### src/rtl/bomb_game_if.sv
// Signal bundle between the bomb game controller and its surroundings.
// The controller sits on the slave side; the stimulus/board side is the master.
interface bomb_game_if #(
  parameter int unsigned NWIRES = 4
);
  logic              tick_1hz;
  logic              arm_btn;
  logic [NWIRES-1:0] wire_cut;
  logic              start;
  logic              success;
  logic              boom;
  logic [3:0]        time_tens;
  logic [3:0]        time_ones;
  logic [1:0]        strikes;
  logic              strike_pulse;
  logic [1:0]        state;

  modport master (
    output tick_1hz, arm_btn, wire_cut,
    input  start, success, boom, time_tens, time_ones, strikes, strike_pulse, state
  );

  modport slave (
    input  tick_1hz, arm_btn, wire_cut,
    output start, success, boom, time_tens, time_ones, strikes, strike_pulse, state
  );
endinterface

### src/rtl/bomb_game_ctrl.sv
// Round sequencer for the bomb game: arm, BCD countdown, wire-cut judging
// with strikes and time penalties, defuse/explode decision. All outputs registered.
module bomb_game_ctrl #(
  parameter int unsigned       INIT_SEC    = 20,
  parameter int unsigned       NWIRES      = 4,
  parameter logic [NWIRES-1:0] SAFE_MASK   = 4'b0101,
  parameter logic [NWIRES-1:0] TRAP_MASK   = 4'b1010,
  parameter int unsigned       MAX_STRIKES = 3,
  parameter int unsigned       PENALTY_SEC = 5
) (
  input logic        clk,
  input logic        rst,
  bomb_game_if.slave bus_io
);

  if ((SAFE_MASK & TRAP_MASK) != '0) begin : g_mask_overlap
    $error("bomb_game_ctrl: SAFE_MASK and TRAP_MASK overlap");
  end
  if (INIT_SEC < 1 || INIT_SEC > 99) begin : g_init_range
    $error("bomb_game_ctrl: INIT_SEC must be 1..99");
  end
  if (MAX_STRIKES < 1 || MAX_STRIKES > 3) begin : g_strike_range
    $error("bomb_game_ctrl: MAX_STRIKES must be 1..3");
  end
  if (PENALTY_SEC > 99) begin : g_pen_range
    $error("bomb_game_ctrl: PENALTY_SEC must be 0..99");
  end

  localparam logic [3:0] InitTens   = 4'(INIT_SEC / 10);
  localparam logic [3:0] InitOnes   = 4'(INIT_SEC % 10);
  localparam logic [7:0] Penalty    = 8'(PENALTY_SEC);
  localparam logic [1:0] MaxStrikes = 2'(MAX_STRIKES);

  typedef enum logic [1:0] {
    StIdle     = 2'd0,
    StArmed    = 2'd1,
    StDefused  = 2'd2,
    StExploded = 2'd3
  } state_e;

  state_e            state_q, state_d;
  logic [3:0]        tens_q, tens_d, ones_q, ones_d;
  logic [1:0]        strikes_q, strikes_d;
  logic              pulse_q, pulse_d;
  logic [NWIRES-1:0] wire_prev_q;
  logic              start_q, success_q, boom_q;

  logic [NWIRES-1:0] new_cut;
  logic              trap_hit;
  logic [7:0]        dec, total, total_nxt;
  logic [1:0]        strikes_inc;

  always_comb begin
    new_cut     = bus_io.wire_cut & ~wire_prev_q;
    trap_hit    = |(new_cut & TRAP_MASK);
    dec         = 8'(bus_io.tick_1hz) + (trap_hit ? Penalty : 8'd0);
    total       = 8'(tens_q) * 8'd10 + 8'(ones_q);
    // Saturate at zero rather than wrapping below 00.
    total_nxt   = (dec >= total) ? 8'd0 : total - dec;
    strikes_inc = strikes_q + 2'(trap_hit);

    state_d   = state_q;
    tens_d    = tens_q;
    ones_d    = ones_q;
    strikes_d = strikes_q;
    pulse_d   = 1'b0;

    unique case (state_q)
      StIdle: begin
        if (bus_io.arm_btn && bus_io.wire_cut == '0) begin
          state_d   = StArmed;
          tens_d    = InitTens;
          ones_d    = InitOnes;
          strikes_d = 2'd0;
        end
      end
      StArmed: begin
        tens_d    = 4'(total_nxt / 8'd10);
        ones_d    = 4'(total_nxt % 8'd10);
        strikes_d = strikes_inc;
        pulse_d   = trap_hit;
        // Explosion is checked first so it wins over a simultaneous defuse.
        if (strikes_inc == MaxStrikes || total_nxt == 8'd0) begin
          state_d = StExploded;
        end else if ((bus_io.wire_cut & SAFE_MASK) == SAFE_MASK) begin
          state_d = StDefused;
        end
      end
      StDefused, StExploded: begin
        if (bus_io.arm_btn) begin
          state_d   = StIdle;
          tens_d    = InitTens;
          ones_d    = InitOnes;
          strikes_d = 2'd0;
        end
      end
      default: state_d = StIdle;
    endcase
  end

  always_ff @(posedge clk) begin
    if (rst) begin
      state_q     <= StIdle;
      tens_q      <= InitTens;
      ones_q      <= InitOnes;
      strikes_q   <= 2'd0;
      pulse_q     <= 1'b0;
      wire_prev_q <= '0;
      start_q     <= 1'b0;
      success_q   <= 1'b0;
      boom_q      <= 1'b0;
    end else begin
      state_q     <= state_d;
      tens_q      <= tens_d;
      ones_q      <= ones_d;
      strikes_q   <= strikes_d;
      pulse_q     <= pulse_d;
      wire_prev_q <= bus_io.wire_cut;
      start_q     <= (state_d == StArmed);
      success_q   <= (state_d == StDefused);
      boom_q      <= (state_d == StExploded);
    end
  end

  assign bus_io.start        = start_q;
  assign bus_io.success      = success_q;
  assign bus_io.boom         = boom_q;
  assign bus_io.time_tens    = tens_q;
  assign bus_io.time_ones    = ones_q;
  assign bus_io.strikes      = strikes_q;
  assign bus_io.strike_pulse = pulse_q;
  assign bus_io.state        = state_q;

endmodule
### src/flat_wrapper.sv
// flat-port wrapper written by rule: the top's interface ports become plain ports
module bomb_game_ctrl_flat 
#(
  parameter int unsigned       INIT_SEC    = 20,
  parameter int unsigned       NWIRES      = 4,
  parameter logic [NWIRES-1:0] SAFE_MASK   = 4'b0101,
  parameter logic [NWIRES-1:0] TRAP_MASK   = 4'b1010,
  parameter int unsigned       MAX_STRIKES = 3,
  parameter int unsigned       PENALTY_SEC = 5
)
  (clk, rst, bus_io_tick_1hz, bus_io_arm_btn, bus_io_wire_cut, bus_io_start, bus_io_success, bus_io_boom, bus_io_time_tens, bus_io_time_ones, bus_io_strikes, bus_io_strike_pulse, bus_io_state);
  bomb_game_if #(.NWIRES(NWIRES)) bus_io_i ();
  input logic clk;
  input logic rst;
  input wire logic [$bits(bus_io_i.tick_1hz)-1:0] bus_io_tick_1hz;
  input wire logic [$bits(bus_io_i.arm_btn)-1:0] bus_io_arm_btn;
  input wire logic [$bits(bus_io_i.wire_cut)-1:0] bus_io_wire_cut;
  output wire logic [$bits(bus_io_i.start)-1:0] bus_io_start;
  output wire logic [$bits(bus_io_i.success)-1:0] bus_io_success;
  output wire logic [$bits(bus_io_i.boom)-1:0] bus_io_boom;
  output wire logic [$bits(bus_io_i.time_tens)-1:0] bus_io_time_tens;
  output wire logic [$bits(bus_io_i.time_ones)-1:0] bus_io_time_ones;
  output wire logic [$bits(bus_io_i.strikes)-1:0] bus_io_strikes;
  output wire logic [$bits(bus_io_i.strike_pulse)-1:0] bus_io_strike_pulse;
  output wire logic [$bits(bus_io_i.state)-1:0] bus_io_state;
  assign bus_io_i.tick_1hz = bus_io_tick_1hz;
  assign bus_io_i.arm_btn = bus_io_arm_btn;
  assign bus_io_i.wire_cut = bus_io_wire_cut;
  assign bus_io_start = bus_io_i.start;
  assign bus_io_success = bus_io_i.success;
  assign bus_io_boom = bus_io_i.boom;
  assign bus_io_time_tens = bus_io_i.time_tens;
  assign bus_io_time_ones = bus_io_i.time_ones;
  assign bus_io_strikes = bus_io_i.strikes;
  assign bus_io_strike_pulse = bus_io_i.strike_pulse;
  assign bus_io_state = bus_io_i.state;
  bomb_game_ctrl #(.INIT_SEC(INIT_SEC), .NWIRES(NWIRES), .SAFE_MASK(SAFE_MASK), .TRAP_MASK(TRAP_MASK), .MAX_STRIKES(MAX_STRIKES), .PENALTY_SEC(PENALTY_SEC)) u_core (.clk(clk), .rst(rst), .bus_io(bus_io_i));
endmodule
### config.mk
export PLATFORM = sky130hd
export DESIGN_NAME = bomb_game_ctrl_flat
export DESIGN_NICKNAME = d
export VERILOG_FILES = /design/src/rtl/bomb_game_if.sv /design/src/rtl/bomb_game_ctrl.sv /design/src/flat_wrapper.sv
export SDC_FILE = /design/constraint.sdc
export NUM_CORES = 1
export LEC_CHECK = 0
export BUFFER_PORTS_ARGS = -buffer_cell sky130_fd_sc_hd__buf_2
export CAP_MARGIN = 20
export CORE_MARGIN = 5
export CORE_UTILIZATION = 55
export CTS_BUF_LIST = sky130_fd_sc_hd__clkbuf_8
export CTS_CLUSTER_DIAMETER = 50
export DETAILED_ROUTE_END_ITERATION = 10
export PLACE_DENSITY = 0.77
export SLEW_MARGIN = 10
export SYNTH_ARGS = -nofsm -noshare
export SYNTH_HDL_FRONTEND = slang
export SYNTH_SLANG_ARGS = --single-unit
### constraint.sdc
create_clock -name clk -period 11.2 [get_ports clk]
set_input_delay 2.24 -clock clk [delete_from_list [all_inputs] [get_ports clk]]
set_output_delay 2.24 -clock clk [all_outputs]
set_load 0.1 [all_outputs]
==> results of run 1 <==
==> power groups by stage <==
stage / registers [mW] / logic (mW) / clock network [mW]
global placement: 0.0676 / 0.102 / 0
floorplan: 0.0730 / 0.0800 / 0
finish: 0.0662 / 0.105 / 0.0518
global route: 0.0663 / 0.116 / 0.0561
detailed placement: 0.0677 / 0.103 / 0
CTS: 0.0662 / 0.104 / 0.0526
==> cell type report <==
cell class | count | share of cell area (%)
clock buffers | 4 | 2.555
inverters | 15 | 2.613
multi-input cells | 213 | 70.09
flip-flops and latches | 18 | 16.72
well taps | 46 | 2.671
repair buffers | 23 | 5.343
==> placed cells by master (no fill, tap or decap), types with 2 or more instances in the layout <==
cell type  count
a211oi_2       2
nand3b_1       2
clkbuf_8       4
xnor2_1        5
dfxtp_1       18
nand4_1        2
or3_1          4
xor2_1         4
nor3b_1        4
o311ai_0       2
nand3_1       11
o31ai_1        4
nand2b_1       2
a211o_1        3
buf_2         23
nor2b_1        5
a41oi_1        2
a21oi_1       21
inv_1         15
nor4_1         5
a31oi_1        4
o21a_1         2
o221ai_1       2
mux2_2         2
mux2i_1        4
fa_1           3
ha_1          13
nor3_1         5
o211ai_1       6
nand2_1       23
a21o_1         3
nor2_1        22
a211oi_1       4
o21ai_0       11
o211a_1        3
==> worst reg2reg max path, delay by kind of cell (launching register included) <==
family,cells,cell delay [ns]
AOI/OAI and AO/OA,6,1.95
and+or+nand+nor,4,1.36
buffers and inverters,1,0.07
muxes,1,0.29
DFF,1,0.51
adders and majority gates,4,1.25
==> path summary, 6_finish.rpt <==
check | cells past startpoint | to
hold / removal | 2 | u_core.bus_io.time_ones[0]
hold reg to reg | 2 | u_core.bus_io.time_ones[0]
setup / recovery | 18 | u_core.bus_io.time_ones[3]
setup reg to reg | 16 | u_core.bus_io.time_ones[3]
==> flip-flops by register name, summed over array words and instances, names as in the netlist <==
| name | flops |
|---|---|
| u_core.wire_prev_q | 2 |
| u_core.bus_io.time_tens | 4 |
| u_core.bus_io.time_ones | 4 |
| u_core.bus_io.success | 1 |
| u_core.bus_io.start | 1 |
| u_core.bus_io.boom | 1 |
| u_core.bus_io.state | 2 |
| u_core.bus_io.strikes | 2 |
| u_core.bus_io.strike_pulse | 1 |
==> cell families after synthesis <==
group / after synthesis / share of synthesized area (%)
xor+xnor: 9 / 3.974
buf+inv: 25 / 5.678
simple gates: 92 / 23.28
mux: 6 / 3.155
compound gates: 88 / 33.44
flops: 18 / 18.17
fa+ha+maj: 18 / 12.30
==> stage by stage <==
stage	cell area (µm²)	worst slack (ns)	instances
2_1_floorplan	1983	4.597	256
3_3_place_gp	2100	3.964	315
3_5_place_dp	2100	3.852	315
4_1_cts	2155	4.096	319
5_1_grt	2155	3.722	319
6_report	2155	4.018	319
==> layer usage <==
metal / vias up / wire length [µm] / track usage (%) / part of all wire [%]
met5: - / 0 / 0 / 0
met4: 0 / 60 / 6.809 / 1.2
met3: 7 / 235 / 2.869 / 4.7
met2: 49 / 2383 / 34.63 / 48
met1: 930 / 2275 / 27.05 / 46
li1: 1004 / - / - / -
==> metrics.cfg, run 1 <==
[run_status]
status=finished clean

[setup_path]
cp_num_buf_inv=2
crit_path_start_kind=primary input
cpMostUsedCell=ha_1
required_ns=11.34
worstPathCellList=buf_2 > a22oi_1 > inv_1 > ha_1 > ha_1 > fa_1 > nor2b_1 > or3_1 > o21ai_0 > o211a_2 > and4_4 > a211oi_2 > mux2_2 > a211oi_1 > a311oi_1 > ha_1 > or4_1 > a32o_1
worst_path_max_delay_cell=a211oi_2
crit_path_max_fanout=12
r2r_slack_ns=5.67
critical_path_class=primary input to flip-flop
crit_start=bus_io_wire_cut[1]
crit_path_end_kind=flip-flop
slowest_delay_ns=0.74
reg2reg_from=u_core.bus_io.time_tens[3]
cp_top_family=compound AO/OA/AOI/OAI gates
cp.arrival_ns=7.33

[placed_design]
place_congestion=0.8795
dpl.hpwl_mm=3.854
port_buffers=23

[pwr]
pwr-share-clk_pct=23.2
leakage_nw=0.9320
total_power_mw=0.2234
pwr_density_cell_nw_per_um2=103.7
sequentialPowerShare_pct=29.6
internal_power_mw=0.1354
netSwitchingPower_mw=0.08800
p_comb_share_pct=47.2
p_sw_share_pct=39.40
vdd_drop_max_mv=0.07505

[floorplanning]
design.core.area_um2=3416
die_area_um2=4906
die_h_um=70.05
die_w_um=70.05
initial_utilization_pct=58.06
rows=21
io_pins=24

[routing]
dr.pass1.iters=5
routed_wl_mm=4.954
ant_nets=0
drc=0
viasPerCell=6.238
drt_iter0_markers=177
wire_per_inst_um=15.53
num_vias=1990

[timing]
finClkSkew_ns=0.002326
worstMarginPinSlew_ns=0.9461
final.min_clock_period_ns=7.182
fin_tns_setup_ns=0
relSlewSlack_pct=36.81
hold_violations=0
setup_violations=0
fmax_ghz=0.1392
slew_viol_final=0
rsz0062_at_grt=no
fin_hold_ws_ns=0.4943
period_share_pct=64.12

[grt]
track_usage_pct=20.64
grt_first_pass_wirelength_mm=8.687
first_global_vias=1974
antenna_found_initial=0
overflow=0
grt_max_degree=15

[finish]
nNetsFinal=298
syn2layout_area_growth_pct=8.644
ff_latch_area_um2=360.3
diodes=0
multiInputGateArea_um2=1510
fillCellCount=323
drive_above_1_share_pct=14.65
fin_util_pct=63.08

[cts]
h-tree-depth=1
cts_made_buffers=3
cts.clk_slew.worst_paths_ns=0.07
cts.hold.buffers_added=0
clkLatencyLatePin_ns=0.25
cts_root_buf=clkbuf_8
clock-sinks=18
cts_tree=yes
postCtsSetupBuffers=0
cts_buffer_depth=2
cts_resized=0

[yosys]
synth_area_um2=1983
ys_warn_count=0
synth-edff-count=0
ys_async_sr_fraction_pct=0
synth_nets=280
ys_seq_area_share_pct=18.17
synth.distinct_cells=64
netlist_instances=256
synth.avg_cell_area_um2=7.747
synthTopCellsByCount=nand2_1 (23), nor2_1 (22), a21oi_1 (21), dfxtp_1 (18), inv_1 (15)
yosysTopAreaCell=dfxtp_1
synth-seq-cells=18
yosysMostFrequentCell=nand2_1
synthTopCellsByArea=dfxtp_1 (18%), ha_1 (8.2%), a21oi_1 (5.3%), nand2_1 (4.4%), nor2_1 (4.2%)
synth_top_area_share_pct=18.17
synth_flop_cell=dfxtp_1

[hold_path]
min_path_type=flip-flop to flip-flop
min-delay-start=u_core.bus_io.time_ones[0]

[run]
maxCapViolations=0

Power figures use the tool's default switching activity.
==> inputs of run 2 (changes only) <==
==> constraint.sdc (replaced) <==
create_clock -name clk -period 6.8 [get_ports clk]
set_input_delay 1.36 -clock clk [delete_from_list [all_inputs] [get_ports clk]]
set_output_delay 1.36 -clock clk [all_outputs]
set_load 0.1 [all_outputs]
==> metrics.cfg, run 2 (same netlist as run 1, synthesis figures left out) <==
[setup_path]
worst_path_max_delay_cell=a211oi_2
cpMostUsedCell=ha_1
slowest_delay_ns=0.71  ; -0.03 ns
crit_path_end_kind=flip-flop
reg2reg_from=u_core.bus_io.time_tens[1]
crit-reg2reg-capture=u_core.bus_io.time_ones[3]
required_ns=6.94  ; -4.40 ns
r2r_slack_ns=1.31  ; -4.36 ns
critical_path_class=primary input to flip-flop
cp.arrival_ns=6.24  ; -1.09 ns
crit_path_start_kind=primary input
critPathCapture=u_core.bus_io.time_ones[3]
reg2reg_depth=16  ; unchanged
crit_path_max_fanout=11  ; -1
crit_start=bus_io_wire_cut[1]
worstPathCellList=buf_2 > a22oi_1 > inv_1 > ha_1 > ha_1 > fa_1 > nor2b_1 > or3_1 > o21ai_0 > a211o_1 > a211oi_2 > nor2_1 > mux2_2 > a211oi_1 > a311oi_1 > ha_1 > or4_1 > a32o_1

[pwr]
total_power_mw=0.3704  ; +66%
leakage_nw=0.9410  ; +0.97%
vdd_drop_max_mv=0.1256  ; +67%
pwr_density_cell_nw_per_um2=170.7  ; +65%

[floorplanning]
die_w_um=70.05  ; unchanged
initial_utilization_pct=58.06  ; unchanged
die_h_um=70.05  ; unchanged
io_pins=24  ; unchanged
rows=21  ; unchanged
design.core.area_um2=3416  ; unchanged
die_area_um2=4906  ; unchanged

[timing]
setup_violations=0  ; unchanged
final.min_clock_period_ns=6.101
finClkSkew_ns=0.003737  ; +0.001411 ns
hold_violations=0  ; unchanged
slew_viol_final=0  ; unchanged
fin_tns_setup_ns=0  ; unchanged
relSlewSlack_pct=42.85  ; +6.0 points
fin_hold_ws_ns=0.4839  ; -0.01045 ns
fin_ws_ns=0.6992  ; -3.319 ns
rsz0062_at_grt=no
worstMarginPinSlew_ns=0.8507  ; -0.09538 ns
period_share_pct=89.72
fmax_ghz=0.1639

[placed_design]
dp_slack_ns=0.4738  ; -3.378 ns
place_inst=317  ; +0.63%
port_buffers=23  ; unchanged
place_congestion=0.9076  ; +3.2%
dpl.hpwl_mm=4.103  ; +6.5%

[run]
maxCapViolations=0  ; unchanged

[grt]
grt_max_degree=15  ; unchanged
antenna_found_initial=0  ; unchanged
track_usage_pct=21.28  ; +0.64 points
overflow=0  ; unchanged
first_global_vias=1891  ; -4.2%
grt_first_pass_wirelength_mm=8.949  ; +3.0%

[cts]
clkLatencyLatePin_ns=0.24  ; about the same
cts_made_buffers=3  ; unchanged
cts_tree=yes
cts_buffer_depth=2  ; unchanged
h-tree-depth=1  ; unchanged
cts.hold.buffers_added=0  ; unchanged
clock-sinks=18  ; unchanged
cts_resized=0  ; unchanged
cts_root_buf=clkbuf_8
cts.clk_slew.worst_paths_ns=0.06  ; about the same
postCtsSetupBuffers=0  ; unchanged

[finish]
nNetsFinal=300  ; +0.67%
fillCellCount=330  ; +2.2%
drive_above_1_share_pct=15.27  ; +0.62 points
syn2layout_area_growth_pct=9.401
diodes=0  ; unchanged
layout_common_cells=nand2_1 (23), buf_2 (23), nor2_1 (22), a21oi_1 (21), dfxtp_1 (18)
layout.cells.non_filler=321  ; +0.63%

[routing]
drc=0  ; unchanged
dr.pass1.iters=4  ; -1
viasPerCell=6.327  ; +1.4%
ant_nets=0  ; unchanged
routed_wl_mm=5.212  ; +5.2%
drt_iter0_markers=169  ; -4.5%
num_vias=2031  ; +2.1%
wire_per_inst_um=16.24  ; +4.6%

[hold_path]
min_path_type=flip-flop to flip-flop

[run_status]
status=finished clean

-- run 2: cell types whose count changed in the layout (fill, tap and decap cells not counted) --
| cell | change |
|---|---|
| buf_4 | +2 |
-- run 2: critical path: cells and delay by family --
kind,cells,cell delay [ns]
simple gates,4,1.08
compound gates,7,2.13
mux,1,0.29
buf+inv,2,0.23
fa+ha+maj,4,1.14
-- run 2: how the worst min path moves through the flow --
stage,start,to,cells past startpoint
6_report,u_core.bus_io.time_ones[0],u_core.bus_io.time_ones[0],2
5_1_grt,u_core.bus_io.time_ones[0],u_core.bus_io.time_ones[0],2
4_1_cts,u_core.bus_io.time_ones[0],u_core.bus_io.time_ones[0],2
3_5_place_dp,u_core.bus_io.time_ones[0],u_core.bus_io.time_ones[0],2
3_3_place_gp,u_core.bus_io.time_ones[0],u_core.bus_io.time_ones[0],2
2_1_floorplan,u_core.wire_prev_q[3],u_core.bus_io.strike_pulse,3
-- run 2: stage by stage --
stage          utilization [%]  cell area, µm²
6_report                 63.52            2170
5_1_grt                  63.52            2170
4_1_cts                  63.52            2170
3_5_place_dp             61.90            2115
3_3_place_gp             61.90            2115
2_1_floorplan                -            1983
-- run 2: cell type report --
type                            instances  area [µm²]  share of cell area, %
Sequential cell                        18       360.3                  16.61
Inverter                               15       56.30                  2.595
Multi-Input combinational cell        213        1510                  69.61
Clock buffer                            4       55.05                  2.537
Timing Repair Buffer                   25       130.1                  5.998
Tap cell                               46       57.56                  2.653
-- run 2: routing by layer --
metal / GRT usage [%] / vias up / part of all wire (%)
li1: - / 1011 / -
met1: 27.79 / 965 / 45
met2: 36.94 / 49 / 51
met3: 2.869 / 6 / 3.5
met4: 4.894 / 0 / 0.77
met5: 0 / - / 0
-- run 2: power breakdown --
| group | switching (mW) | internal, mW |
|---|---|---|
| clock network | 0.0315 | 0.0512 |
| logic | 0.112 | 0.0668 |
| registers | 0.00173 | 0.107 |
==> inputs of run 3 (changes only) <==
--- a/config.mk
+++ b/config.mk
@@ -7,6 +7,7 @@
 export LEC_CHECK = 0
 export BUFFER_PORTS_ARGS = -buffer_cell sky130_fd_sc_hd__buf_2
 export CAP_MARGIN = 20
+export CORE_ASPECT_RATIO = 0.5
 export CORE_MARGIN = 5
 export CORE_UTILIZATION = 55
 export CTS_BUF_LIST = sky130_fd_sc_hd__clkbuf_8
==> metrics.cfg, run 3 (same netlist as run 1, synthesis figures left out) <==
[pwr]
sequentialPowerShare_pct=29.1  ; -0.4 points
leakage_nw=0.9410  ; unchanged
pwr_density_cell_nw_per_um2=172.0  ; +0.78%
p_comb_share_pct=47.1  ; -1.1 points
internal_power_mw=0.2249  ; -0.24%
p_sw_share_pct=39.92  ; +0.79 points
netSwitchingPower_mw=0.1494  ; +3.1%
vdd_drop_max_mv=0.1385  ; +10%
pwr-share-clk_pct=23.8  ; +1.5 points

[hold_path]
min_path_type=flip-flop to flip-flop

[cts]
cts_resized=0  ; unchanged
cts_tree=yes
postCtsSetupBuffers=0  ; unchanged
cts.clk_slew.worst_paths_ns=0.07  ; about the same
cts_made_buffers=3  ; unchanged
clock-sinks=18  ; unchanged
cts_buffer_depth=2  ; unchanged
h-tree-depth=1  ; unchanged
cts.hold.buffers_added=0  ; unchanged
clkLatencyLatePin_ns=0.26  ; +0.02 ns
cts_root_buf=clkbuf_8

[setup_path]
crit-reg2reg-capture=u_core.bus_io.time_ones[3]
crit_path_start_kind=primary input
crit_path_end_kind=flip-flop
required_ns=6.95  ; about the same
crit_start=bus_io_wire_cut[1]
reg2reg_depth=16  ; unchanged
cpMostUsedCell=ha_1
cp.arrival_ns=6.21  ; -0.03 ns
slowest_delay_ns=0.68  ; -0.03 ns
critPathCapture=u_core.bus_io.time_ones[3]
r2r_slack_ns=1.29  ; -0.02 ns
worstPathCellList=buf_2 > a22oi_1 > inv_1 > ha_1 > ha_1 > fa_1 > nor2b_1 > or3_1 > o21ai_0 > a211o_1 > a211oi_2 > nor2_1 > mux2_2 > a211oi_1 > a311oi_1 > ha_1 > or4_1 > a32o_1
critical_path_class=primary input to flip-flop
crit_path_max_fanout=11  ; unchanged
reg2reg_from=u_core.bus_io.time_tens[3]
worst_path_max_delay_cell=a211oi_2

[finish]
drive_above_1_share_pct=15.27  ; unchanged
syn2layout_area_growth_pct=9.716
diodes=0  ; unchanged
nNetsFinal=300  ; unchanged
fillCellCount=317  ; -3.9%
layout_common_cells=nand2_1 (23), buf_2 (23), nor2_1 (22), a21oi_1 (21), dfxtp_1 (18)

[floorplanning]
die_h_um=52.46  ; -25%
initial_utilization_pct=57.43  ; -0.63 points
design.core.area_um2=3453  ; +1.1%
die_area_um2=4980  ; +1.5%
rows=15  ; -29%
io_pins=24  ; unchanged
die_w_um=94.92  ; +36%

[routing]
drt_iter0_markers=175  ; +3.6%
highest_layer=met4
routed_wl_mm=5.124  ; -1.7%
drc=0  ; unchanged
wl_met1_mm=2.487  ; +7.0%
num_vias=2054  ; +1.1%
wire_per_inst_um=15.72  ; -3.2%
wl_met3_um=317  ; +73%
wl_met2_mm=2.255  ; -15%
dr.pass1.iters=5  ; +1
ant_nets=0  ; unchanged
viasPerCell=6.301  ; -0.42%

[timing]
fmax_ghz=0.1651  ; +0.72%
slew_viol_final=0  ; unchanged
fin_ws_ns=0.7429  ; +0.04371 ns
worstMarginPinSlew_ns=0.8095  ; -0.04124 ns
setup_violations=0  ; unchanged
period_share_pct=89.07  ; -0.64 points
hold_violations=0  ; unchanged
final.min_clock_period_ns=6.057  ; -0.04371 ns
finClkSkew_ns=0.001807  ; -0.001930 ns
rsz0062_at_grt=no
fin_tns_setup_ns=0  ; unchanged
relSlewSlack_pct=45.62  ; +2.8 points

[run_status]
status=finished clean

[grt]
grt_max_degree=15  ; unchanged
track_usage_pct=21.93  ; +0.65 points
overflow=0  ; unchanged
antenna_found_initial=0  ; unchanged
first_global_vias=1906  ; +0.79%
grt_first_pass_wirelength_mm=8.714  ; -2.6%

[placed_design]
place_congestion=0.9391  ; +3.5%
port_buffers=23  ; unchanged
dpl.hpwl_mm=4.038  ; -1.6%
dp_slack_ns=0.5009  ; +0.02716 ns

[run]
maxCapViolations=0  ; unchanged

[run 3: final cells by class]
| class | count | area (µm²) | share of cell area (%) |
|---|---|---|---|
| timing repair buffer | 25 | 130.1 | 5.980 |
| multi-input combinational | 213 | 1510 | 69.41 |
| clock buffer | 4 | 55.05 | 2.530 |
| inverter | 15 | 56.30 | 2.588 |
| tap | 51 | 63.81 | 2.933 |
| sequential | 18 | 360.3 | 16.56 |
[run 3: per-stage QoR]
stage	hold slack (ns)	area, µm²	util, %	instances	total power [mW]
CTS	0.4976	2176	63.01	326	0.3715
global placement	0.4594	2121	61.41	322	0.2791
finish	0.4904	2176	63.01	326	0.3743
floorplan	0.5255	1983	-	256	0.2520
detailed placement	0.4889	2121	61.41	322	0.2829
global route	0.5417	2176	63.01	326	0.3984
[run 3: routing by layer]
layer  track usage [%]  up-vias
li1                  -     1008
met1             29.90      960
met2             35.47       79
met3             3.443        7
met4             7.177        0
met5                 0        -
[run 3: how the worst min path moves through the flow]
stage                               startpoint                         end  depth (start not counted)
finish              u_core.bus_io.time_ones[0]  u_core.bus_io.time_ones[0]                          2
floorplan                u_core.wire_prev_q[3]  u_core.bus_io.strike_pulse                          3
global placement    u_core.bus_io.time_ones[0]  u_core.bus_io.time_ones[0]                          2
CTS                 u_core.bus_io.time_ones[0]  u_core.bus_io.time_ones[0]                          2
detailed placement  u_core.bus_io.time_ones[0]  u_core.bus_io.time_ones[0]                          2
global route        u_core.bus_io.time_ones[0]  u_core.bus_io.time_ones[0]                          2
[run 3: worst max-delay path: cells and delay by family]
kind	cells	cell delay (ns)
compound gates	7	2.12
mux	1	0.29
buf+inv	2	0.24
simple gates	4	1.09
fa+ha+maj	4	1.12
[run 3: power by group through the flow]
| stage | Combinational [mW] | Sequential (mW) | Clock [mW] |
|---|---|---|---|
| finish | 0.176 | 0.109 | 0.0891 |
| floorplan | 0.132 | 0.120 | 0 |
| global placement | 0.168 | 0.111 | 0 |
| detailed placement | 0.171 | 0.111 | 0 |
| global route | 0.192 | 0.109 | 0.0976 |
| CTS | 0.173 | 0.109 | 0.0898 |
